<file path="src/rtl/classifier_pkg.sv">
// Shared state encoding, width helper and default parameter values for the
// patch-sum / linear-head classifier.
package classifier_pkg;

  typedef enum logic [1:0] {
    S_IDLE,
    S_PATCH,
    S_HEAD,
    S_RESULT
  } state_t;

  localparam int DEF_IMAGE_SIZE  = 28;
  localparam int DEF_PATCH_SIZE  = 7;
  localparam int DEF_NUM_CLASSES = 3;
  localparam int DEF_PIX_W       = 8;
  localparam int DEF_W_W         = 16;
  localparam int DEF_ACC_W       = 40;

  // Index width for n entries, never narrower than one bit.
  function automatic int width_of(input int n);
    return (n <= 1) ? 1 : $clog2(n);
  endfunction

endpackage

</file>
<file path="src/rtl/head_mac.sv">
// Signed multiply-accumulate for the linear head, with a registered product
// stage and the running best-score / argmax register.
module head_mac #(
  parameter int ACC_W = 40,
  parameter int SUM_W = 14,
  parameter int W_W   = 16,
  parameter int CLS_W = 2
) (
  input  logic                    clk,
  input  logic                    rst,
  input  logic                    clr,
  input  logic                    issue,
  input  logic [CLS_W-1:0]        issue_cls,
  input  logic                    issue_last,
  input  logic                    issue_final,
  input  logic [SUM_W-1:0]        a,
  input  logic signed [W_W-1:0]   w,
  output logic                    done,
  output logic signed [ACC_W-1:0] best_score,
  output logic [CLS_W-1:0]        best_cls
);

  localparam int PROD_W = SUM_W + 1 + W_W;

  logic signed [SUM_W:0]      a_s;
  logic signed [PROD_W-1:0]   prod;
  logic signed [ACC_W-1:0]    prod_q;
  logic signed [ACC_W-1:0]    score;
  logic signed [ACC_W-1:0]    score_sum;
  logic                       v_q;
  logic                       last_q;
  logic                       final_q;
  logic [CLS_W-1:0]           cls_q;

  assign a_s       = {1'b0, a};
  assign prod      = a_s * w;
  assign score_sum = score + prod_q;
  assign done      = v_q && last_q && final_q;

  always_ff @(posedge clk) begin
    if (rst) begin
      v_q        <= 1'b0;
      last_q     <= 1'b0;
      final_q    <= 1'b0;
      cls_q      <= '0;
      prod_q     <= '0;
      score      <= '0;
      best_score <= '0;
      best_cls   <= '0;
    end else begin
      v_q <= issue;
      if (issue) begin
        prod_q  <= ACC_W'(prod);
        cls_q   <= issue_cls;
        last_q  <= issue_last;
        final_q <= issue_final;
      end
      if (clr) begin
        score <= '0;
      end else if (v_q) begin
        // Class boundary: strict compare keeps the lowest index on ties.
        if (last_q) begin
          score <= '0;
          if ((cls_q == '0) || (score_sum > best_score)) begin
            best_score <= score_sum;
            best_cls   <= cls_q;
          end
        end else begin
          score <= score_sum;
        end
      end
    end
  end

endmodule

</file>
<file path="src/rtl/patch_head_classifier.sv">
// Streams a patch-major image into per-patch sums, then runs a signed linear
// head over all classes and returns the argmax over a valid/ready handshake.
module patch_head_classifier
  import classifier_pkg::*;
#(
  parameter int IMAGE_SIZE  = DEF_IMAGE_SIZE,
  parameter int PATCH_SIZE  = DEF_PATCH_SIZE,
  parameter int NUM_CLASSES = DEF_NUM_CLASSES,
  parameter int PIX_W       = DEF_PIX_W,
  parameter int W_W         = DEF_W_W,
  parameter int ACC_W       = DEF_ACC_W
) (
  input  logic                                  clk,
  input  logic                                  rst,
  input  logic                                  start,
  output logic                                  ready,
  input  logic [PIX_W-1:0]                      pixel_in,
  input  logic                                  pixel_valid,
  output logic                                  pixel_ready,
  input  logic                                  w_wr_en,
  input  logic [width_of(NUM_CLASSES)-1:0]      w_wr_class,
  input  logic [width_of((IMAGE_SIZE/PATCH_SIZE)*(IMAGE_SIZE/PATCH_SIZE))-1:0] w_wr_patch,
  input  logic signed [W_W-1:0]                 w_wr_data,
  output logic                                  result_valid,
  input  logic                                  result_ready,
  output logic [width_of(NUM_CLASSES)-1:0]      class_out,
  output logic signed [ACC_W-1:0]               score_out
);

  localparam int PATCHES   = (IMAGE_SIZE / PATCH_SIZE) * (IMAGE_SIZE / PATCH_SIZE);
  localparam int EMBED_DIM = PATCH_SIZE * PATCH_SIZE;
  localparam int SUM_W     = PIX_W + $clog2(EMBED_DIM);
  localparam int CLS_W     = width_of(NUM_CLASSES);
  localparam int PIDX_W    = width_of(PATCHES);
  localparam int PCNT_W    = width_of(EMBED_DIM);

  state_t state, state_next;

  logic [PCNT_W-1:0]      pix_cnt;
  logic [PIDX_W-1:0]      patch_cnt;
  logic [SUM_W-1:0]       patch_acc;
  logic [CLS_W-1:0]       head_c;
  logic [PIDX_W-1:0]      head_p;
  logic                   issue_busy;
  logic [SUM_W-1:0]       patch_mem  [PATCHES];
  logic signed [W_W-1:0]  weight_mem [NUM_CLASSES][PATCHES];

  logic pix_accept, patch_end, frame_end;
  logic head_last_p, head_last_c, mac_done, frame_start;

  assign pix_accept  = (state == S_PATCH) && pixel_valid;
  assign patch_end   = pix_accept && (pix_cnt == PCNT_W'(EMBED_DIM - 1));
  assign frame_end   = patch_end && (patch_cnt == PIDX_W'(PATCHES - 1));
  assign frame_start = (state == S_IDLE) && start;
  assign head_last_p = (head_p == PIDX_W'(PATCHES - 1));
  assign head_last_c = (head_c == CLS_W'(NUM_CLASSES - 1));

  assign ready        = (state == S_IDLE);
  assign pixel_ready  = (state == S_PATCH);
  assign result_valid = (state == S_RESULT);

  always_ff @(posedge clk) begin
    if (rst) state <= S_IDLE;
    else     state <= state_next;
  end

  always_comb begin
    state_next = state;
    unique case (state)
      S_IDLE:   if (start) state_next = S_PATCH;
      S_PATCH:  if (frame_end) state_next = S_HEAD;
      S_HEAD:   if (mac_done) state_next = S_RESULT;
      S_RESULT: if (result_ready) state_next = S_IDLE;
      default:  state_next = S_IDLE;
    endcase
  end

  // Pixel/patch counters and the head issue sequencer.
  always_ff @(posedge clk) begin
    if (rst) begin
      pix_cnt    <= '0;
      patch_cnt  <= '0;
      patch_acc  <= '0;
      head_c     <= '0;
      head_p     <= '0;
      issue_busy <= 1'b0;
    end else begin
      if (frame_start) begin
        pix_cnt   <= '0;
        patch_cnt <= '0;
        patch_acc <= '0;
      end else if (patch_end) begin
        pix_cnt   <= '0;
        patch_acc <= '0;
        patch_cnt <= frame_end ? '0 : patch_cnt + 1'b1;
      end else if (pix_accept) begin
        pix_cnt   <= pix_cnt + 1'b1;
        patch_acc <= patch_acc + SUM_W'(pixel_in);
      end

      if (frame_end) begin
        issue_busy <= 1'b1;
        head_c     <= '0;
        head_p     <= '0;
      end else if (issue_busy) begin
        if (head_last_p) begin
          head_p <= '0;
          if (head_last_c) issue_busy <= 1'b0;
          else             head_c     <= head_c + 1'b1;
        end else begin
          head_p <= head_p + 1'b1;
        end
      end
    end
  end

  // Storage is deliberately left out of reset so weights survive rst.
  always_ff @(posedge clk) begin
    if (!rst && patch_end)
      patch_mem[patch_cnt] <= patch_acc + SUM_W'(pixel_in);
    if (!rst && (state == S_IDLE) && w_wr_en &&
        (int'(w_wr_class) < NUM_CLASSES) && (int'(w_wr_patch) < PATCHES))
      weight_mem[w_wr_class][w_wr_patch] <= w_wr_data;
  end

  head_mac #(
    .ACC_W (ACC_W),
    .SUM_W (SUM_W),
    .W_W   (W_W),
    .CLS_W (CLS_W)
  ) u_head_mac (
    .clk         (clk),
    .rst         (rst),
    .clr         (frame_start),
    .issue       (issue_busy),
    .issue_cls   (head_c),
    .issue_last  (head_last_p),
    .issue_final (head_last_c),
    .a           (patch_mem[head_p]),
    .w           (weight_mem[head_c][head_p]),
    .done        (mac_done),
    .best_score  (score_out),
    .best_cls    (class_out)
  );

endmodule

</file>
<file path="config.mk">
export PLATFORM = sky130hd
export DESIGN_NAME = patch_head_classifier
export DESIGN_NICKNAME = d
export VERILOG_FILES = /design/src/rtl/classifier_pkg.sv /design/src/rtl/head_mac.sv /design/src/rtl/patch_head_classifier.sv
export SDC_FILE = /design/constraint.sdc
export NUM_CORES = 2
export LEC_CHECK = 0
export BUFFER_PORTS_ARGS = -buffer_cell sky130_fd_sc_hd__buf_2
export CAP_MARGIN = 10
export CORE_MARGIN = 2
export CORE_UTILIZATION = 60
export CTS_BUF_LIST = sky130_fd_sc_hd__clkbuf_4
export CTS_CLUSTER_DIAMETER = 100
export CTS_CLUSTER_SIZE = 10
export DETAILED_ROUTE_END_ITERATION = 16
export GPL_TIMING_DRIVEN = 0
export HOLD_SLACK_MARGIN = 0.03
export PLACE_DENSITY_LB_ADDON = 0.08
export REMOVE_ABC_BUFFERS = 1
export SYNTH_ARGS = -nofsm -noshare
export SYNTH_HDL_FRONTEND = slang
export SYNTH_SLANG_ARGS = --single-unit
</file>
<file path="constraint.sdc">
create_clock -name clk -period 25 [get_ports clk]
set_clock_uncertainty 0.2 [all_clocks]
set_input_delay 2.5 -clock clk [delete_from_list [all_inputs] [get_ports clk]]
set_output_delay 2.5 -clock clk [all_outputs]
set_load 0.02 [all_outputs]
</file>
Yosys cells after proc, flatten, opt, wreduce, memory -nomap -nowiden
Memory sizes are Yosys's and may differ from the RTL's. A register that Yosys moved wholly into a read port is not among the register bits.
Index checks and enable logic that the tools add are counted.
{"block": "word_totals", "ramBits": 992, "mem_count": 2, "out_inout_bits": 45, "register_bits": 151, "wordCells": 90}
{"memory": "weight_mem", "depth": 3, "width": 256, "rd": 1, "rd_clocked_by_memory_dff": 1, "wr": 1, "line_no": "patch_head_classifier.sv:46", "rtl": "logic signed [W_W-1:0] weight_mem [NUM_CLASSES][PATCHES];"}
{"memory": "patch_mem", "depth": 16, "width": 14, "rd": 1, "rd_clocked_by_memory_dff": 1, "wr": 1, "line_no": "patch_head_classifier.sv:45", "rtl": "logic [SUM_W-1:0] patch_mem [PATCHES];"}
{"block": "classes", "mul": 1, "bitwise": 4, "order_cmp": 5, "muxes": 25, "n_eq_ne": 11, "n_addsub": 6, "reduce_logical": 21}
{"cell": "256-bit two-way mux", "count": 1}
{"cell": "16-bit binary-select mux with 4-bit select", "count": 1}
{"cell": "16-bit demux with 4-bit select", "count": 1}
{"cell": "16-bit two-way mux", "count": 3}
{"cell": "40-bit by 31-bit adder with 40-bit output", "count": 1}
{"cell": "40-bit greater-than comparator", "count": 1}
{"cell": "40-bit two-way mux", "count": 1}
{"cell": "15-bit by 16-bit multiplier with 31-bit output", "count": 1}
{"cell": "4-bit two-way mux", "count": 4}
{"cell": "14-bit by 8-bit adder with 14-bit output", "count": 1}
{"cell": "2-bit two-way mux", "count": 6}
{"cell": "1-bit logical AND", "count": 11}
{"cell": "5-bit greater-or-equal comparator (second input constant)", "count": 2}
{"cell": "4-bit inverter with 5-bit output", "count": 2}
{"cell": "4-bit by 1-bit adder with 4-bit output (second input constant)", "count": 2}
{"cell": "4-bit equality test (second input constant)", "count": 2}
{"cell": "2-bit one-hot mux with 4 select lines", "count": 1}
{"cell": "4-bit AND reduction", "count": 2}
{"cell": "1-bit two-way mux", "count": 7}
{"cell": "6-bit by 1-bit adder with 6-bit output (second input constant)", "count": 1}
{"cell": "2-bit equality test (second input constant)", "count": 3}
{"cell": "6-bit equality test (second input constant)", "count": 1}
{"cell": "5-bit by 1-bit less-than comparator with 1-bit output (second input constant)", "count": 1}
{"cell": "2-bit zero test", "count": 2}
{"cell": "other kinds (11)", "count": 15}

Logic depth before layout (Yosys ltp)
{"block": "logic_depth", "word_depth": 6, "mapped_depth": 35, "mapped_depth_nobuf": 30}

Hierarchy
Synthesis repeated with hierarchy kept, for this count alone.
{"block": "hier_totals", "cells_unflattened": 4189, "hier_area_um2": 57018.4}
{"module": "patch_head_classifier", "n_inst": 1, "cells_per_inst": 2299, "seq_area_each_um2": 30569.3, "area_per_inst_um2": 40846.7}
{"module": "head_mac", "n_inst": 1, "cells_per_inst": 1890, "seq_area_each_um2": 2362.3, "area_per_inst_um2": 16171.8}

Worst setup path after synthesis
OpenSTA, ideal clock, no wires.
{"block": "synth_path", "path_type": "register to register", "from": "register (tool-made name)", "to": "register u_head_mac.prod_q[30] (netlist name)", "synth_period_minus_slack_ps": 8153, "path_stages_with_launch": 31, "arrival_ps": 7821, "required_ps": 24668, "setup_ps": 132, "path_slack_ps": 16847, "cell_sequence": "dfxtp_1 -> buf_2 -> buf_1 -> mux4_2 -> mux2_2 -> o21ai_0 -> clkbuf_1 -> nor2_1 -> fa_1 -> inv_1 -> fa_1 -> inv_1 -> fa_1 -> inv_1 -> fa_1 -> inv_1 -> fa_1 -> inv_1 -> fa_1 -> inv_1 -> ha_1 -> a211oi_1 -> nand3b_1 -> o2111ai_1 -> o21ai_1 -> a311o_1 -> a211oi_1 -> o21bai_1 -> a21oi_1 -> mux2i_1 -> nor3_1"}

==> results.md <==
Detailed routing:
- The first detailed-routing pass ran for 6 iterations.
- In this run, the number of DRC markers left after iteration 0 of detailed routing was 2,838.
- Once detail routing completed, the nets flagged for antenna violations numbered 0.
- The detailed router used layers up to and including met5.
- The vias per cell is 6.06.
- After detailed routing, the number of remaining DRC violations is 0.
- For this block, wires on met1 add up to 49,200 um.
- The total met3 wirelength after detailed routing is a little over 7000 um.
- In the final routed layout, each cell accounts on average for 23.7 um.
- Wire segments on met2 add up to 64,300 um in the final route.
- After detailed routing, the total wire length is 125,000 um.
- The number of vias in the routed layout is 31,907.

Logic synthesis:
- In the post-synthesis netlist, the biggest area contributors are edfxtp_1 (53%), mux4_2 (9.3%), fa_1 (7.9%).
- The share of the Yosys chip area taken by registers is 0.589.
- The number of synthesized flops with an enable pin is 992.
- The synthesized design contains 1,149 register bits.
- The share of synthesized flip-flops with an asynchronous set or reset is 0.
- Counting every instance in the synthesized netlist gives 3,848.
- The cell area that synthesis handed to floorplanning was between 50,000 and 60,000 um^2.
- The dominant cell type by area after synthesis is edfxtp_1.
- The most frequently used cell type in the post-synthesis netlist is edfxtp_1.
- For this run, the leading register cell type out of synthesis is edfxtp_1.
- The compound-cell area share of the yosys netlist is 0.0523.
- The post-synthesis average cell area is about 15 um^2.
- After synthesis, the share of cell area in mux cells is 0.124.
- The post-synthesis share of cell area spent on and, or, nand and nor gates is 0.0712.
- Of the total synthesized cell area, the portion taken by full adders, half adders and majority gates is 0.118.
- Of the total synthesized cell area, the portion taken by XOR and XNOR cells is 0.0139.
- Of the post-synthesis cell area, the dominant cell type holds 0.533.
- The combinational family with the most area after synthesis is multiplexers.
- The total number of yosys warnings is 0.
- After synthesis, the netlist uses 67 different library cells.
- Ranked by instance count, the synthesized netlist is headed by edfxtp_1 (992), nor2_1 (373), inv_1 (290), mux4_2 (231), fa_1 (220).

Place:
- The half-perimeter wire length of the detailed placement result is roughly 85,000 um.
- Port buffering added 80 buffers.
- The weighted congestion at the end of routability-driven global placement is 0.850.
- Prior to clock tree synthesis, the placed netlist has a worst setup slack of ~15,000 ps.

Die:
- The die is 309 um wide.
- The die covers ~96,000 um^2.
- The die is 309 um tall.
- The area inside the core boundary is 92,100 um^2.
- The number of primary I/O pins is 81.
- The initial core utilization is 0.607.
- The floorplan has 111 rows.

Clocking:
- The hold-fix buffer count after cts is 0.
- The clock root buffer is clkbuf_4.
- The number of gates given a new drive strength after cts is 0.
- For the worst-skew pair, the clock arrives at the later sink with an insertion delay of 1140 ps.
- The post-CTS setup-driven buffer insertion count is 0.
- The clock net in this run drives a total of 1,149 sinks.
- The clock buffer count from CTS is roughly 130.
- The deepest level of the CTS H-tree is 4.
- The largest buffer count on any clock path is 3.
- Clock-pin slew was measured on the worst setup and hold paths at 120 ps.
- TritonCTS built the clock tree.

Setup path:
- The endpoint required time on the critical path is 25,710 ps.
- The largest fanout on the critical path is 34.
- The worst setup path is captured at a register.
- The critical path contains buffers and inverters numbering 7 combined.
- The cell class contributing the biggest share of worst-path delay is adder cells.
- The worst stage delay on the critical path is 840 ps.
- The class of the most critical setup path is reg2reg.
- By instance count, the cell type seen most on the critical path is fa_1.
- The setup slack of the most critical reg-to-reg path is approximately 15,000 ps.
- Data arrives at the worst endpoint at 10,310 ps.
- The launching element type of the critical path is a register.
- The slowest stage of the critical path is the dfxtp_4 cell.

Global routing:
- Entering global routing, the biggest net connects 88 pins.
- The wire length of the first global-routing pass is 194,000 um.
- The residual overflow from global routing is 0.
- For this run, the total global-route usage over all layers was measured as 0.271.
- The via count of the first global-routing pass came to 33,275.
- The initial antenna violation count is 11.

STA:
- The number of hold-slack violations in the final timing report is 0.
- The final clock period utilization by the worst path is 0.384.
- The final setup violation count is 0.
- The relative slew slack is 0.226.
- The setup total negative slack is 0 ps.
- The total count of max-transition violations in the final report came to 0.
- For the finished layout, the period the worst path requires is 9600 ps.
- Setup repair after global routing left no endpoint under its margin.
- The worst hold slack is 272 ps.
- At the pin with the least slew margin, the transition time is 1160 ps.
- In the post-route analysis, the smallest setup slack over all paths is around 15,000 ps.
- The maximum achievable frequency is 104 MHz.

Final layout:
- The fraction of the core area covered by cells at the end of the flow is 0.654.
- After the last flow step, the layout net total stands at 4,403.
- The total of fill cells in the finished design is 6,525.
- In the final layout, the share of cells above drive strength 1 is 0.168.
- The area growth from synthesis to layout is 7.63%.

Min path:
- The kind of path behind the tightest hold check is reg2reg.

Job:
- The number of max-cap violations is 0.

Pwr:
- The maximum vdd ir drop is 0.0000556 V.
- Power spread over the standard cell area amounts to 52.9 nW/um^2.
- Summed over all cells, the static leakage comes to 20.7 nW.

Run status:
- The flow ran to the end, and the final reports show no timing, DRC or antenna violations.
## logic make-up (layout without fill, tap and decap cells)
group	Yosys count	after routing
simple gates	864	864
xor+xnor	88	88
mux	402	402
other cells	0	7
fa+ha+maj	394	394
flops	1149	1149
buf+inv	467	630
compound gates	484	484
## state kept, by name (all words and copies together) (netlist names), 6 cells and up, named ones only
name,cells
patch_mem,224
patch_acc,14
pix_cnt,6
u_head_mac.best_score,40
u_head_mac.score,40
weight_mem,768
u_head_mac.prod_q,31
## power breakdown
part / internal, mW / total [mW] / switching (mW)
sequential: 2.09 / 2.10 / 0.00331
clock: 0.351 / 0.949 / 0.598
combinational: 0.0382 / 0.140 / 0.101
## cell type report
class | count | area [um^2] | share of cell area
Antenna cell | 7 | 17.5 | 0.000291
Clock buffer | 162 | 1220 | 0.0202
Clock inverter | 11 | 201 | 0.00335
Inverter | 293 | 1100 | 0.0183
Multi-Input combinational cell | 2232 | 21400 | 0.355
Sequential cell | 1149 | 33000 | 0.548
Tap cell | 1243 | 1560 | 0.0258
Timing Repair Buffer | 164 | 1770 | 0.0295
## layer usage
layer	vias up	GRT usage
met5	-	0
met4	10	0.0885
met3	242	0.0447
met2	1004	0.475
met1	16317	0.346
li1	14334	-
## through the flow
stage,std cells,total power [mW],cell area [um^2]
2_1_floorplan,3674,2.22,55200
3_3_place_gp,4997,2.27,57200
3_5_place_dp,5077,2.28,58700
4_1_cts,5250,3.21,60200
5_1_grt,5260,3.30,60200
6_report,5261,3.19,60200
## final timing paths
| path | startpoint | end | cells past startpoint |
|---|---|---|---|
| setup / recovery | register | u_head_mac.prod_q[30] | 31 |
| hold / removal | patch_acc[3] | patch_acc[3] | 2 |
| hold reg to reg | patch_acc[3] | patch_acc[3] | 2 |
| setup reg to reg | register | u_head_mac.prod_q[30] | 31 |
## placed cells by master, fill, tap and decap left out, types with 9 or more instances in the layout
cell type,Yosys,layout
nand3_1,25,25
nor3_1,23,22
nand3b_1,13,13
buf_2,43,79
a211oi_1,46,46
and2_1,12,12
ha_1,174,174
and3_1,13,13
clkbuf_4,0,162
o21a_1,15,15
buf_6,0,12
edfxtp_1,992,992
buf_8,0,46
xor2_1,34,34
fa_1,220,220
dfxtp_1,157,146
a21oi_1,198,198
inv_1,290,290
a31oi_1,11,11
o211ai_1,17,17
nor2_1,373,313
buf_16,0,15
mux2i_1,162,162
xnor2_1,53,53
nand4_1,13,13
o21ai_1,15,14
nor2_2,0,60
nor2b_1,87,86
nand2_1,188,188
nand2b_1,83,82
a21o_1,32,32
mux4_2,231,231
mux2_2,9,9
o21ai_0,92,88
## tightest hold or removal path: cells and delay by family, from the launching register on
family / cells / cell delay [ps]
flops: 1 / 330
simple gates: 1 / 50
compound gates: 1 / 50
No activity file was read; power rests on OpenSTA's default activity.
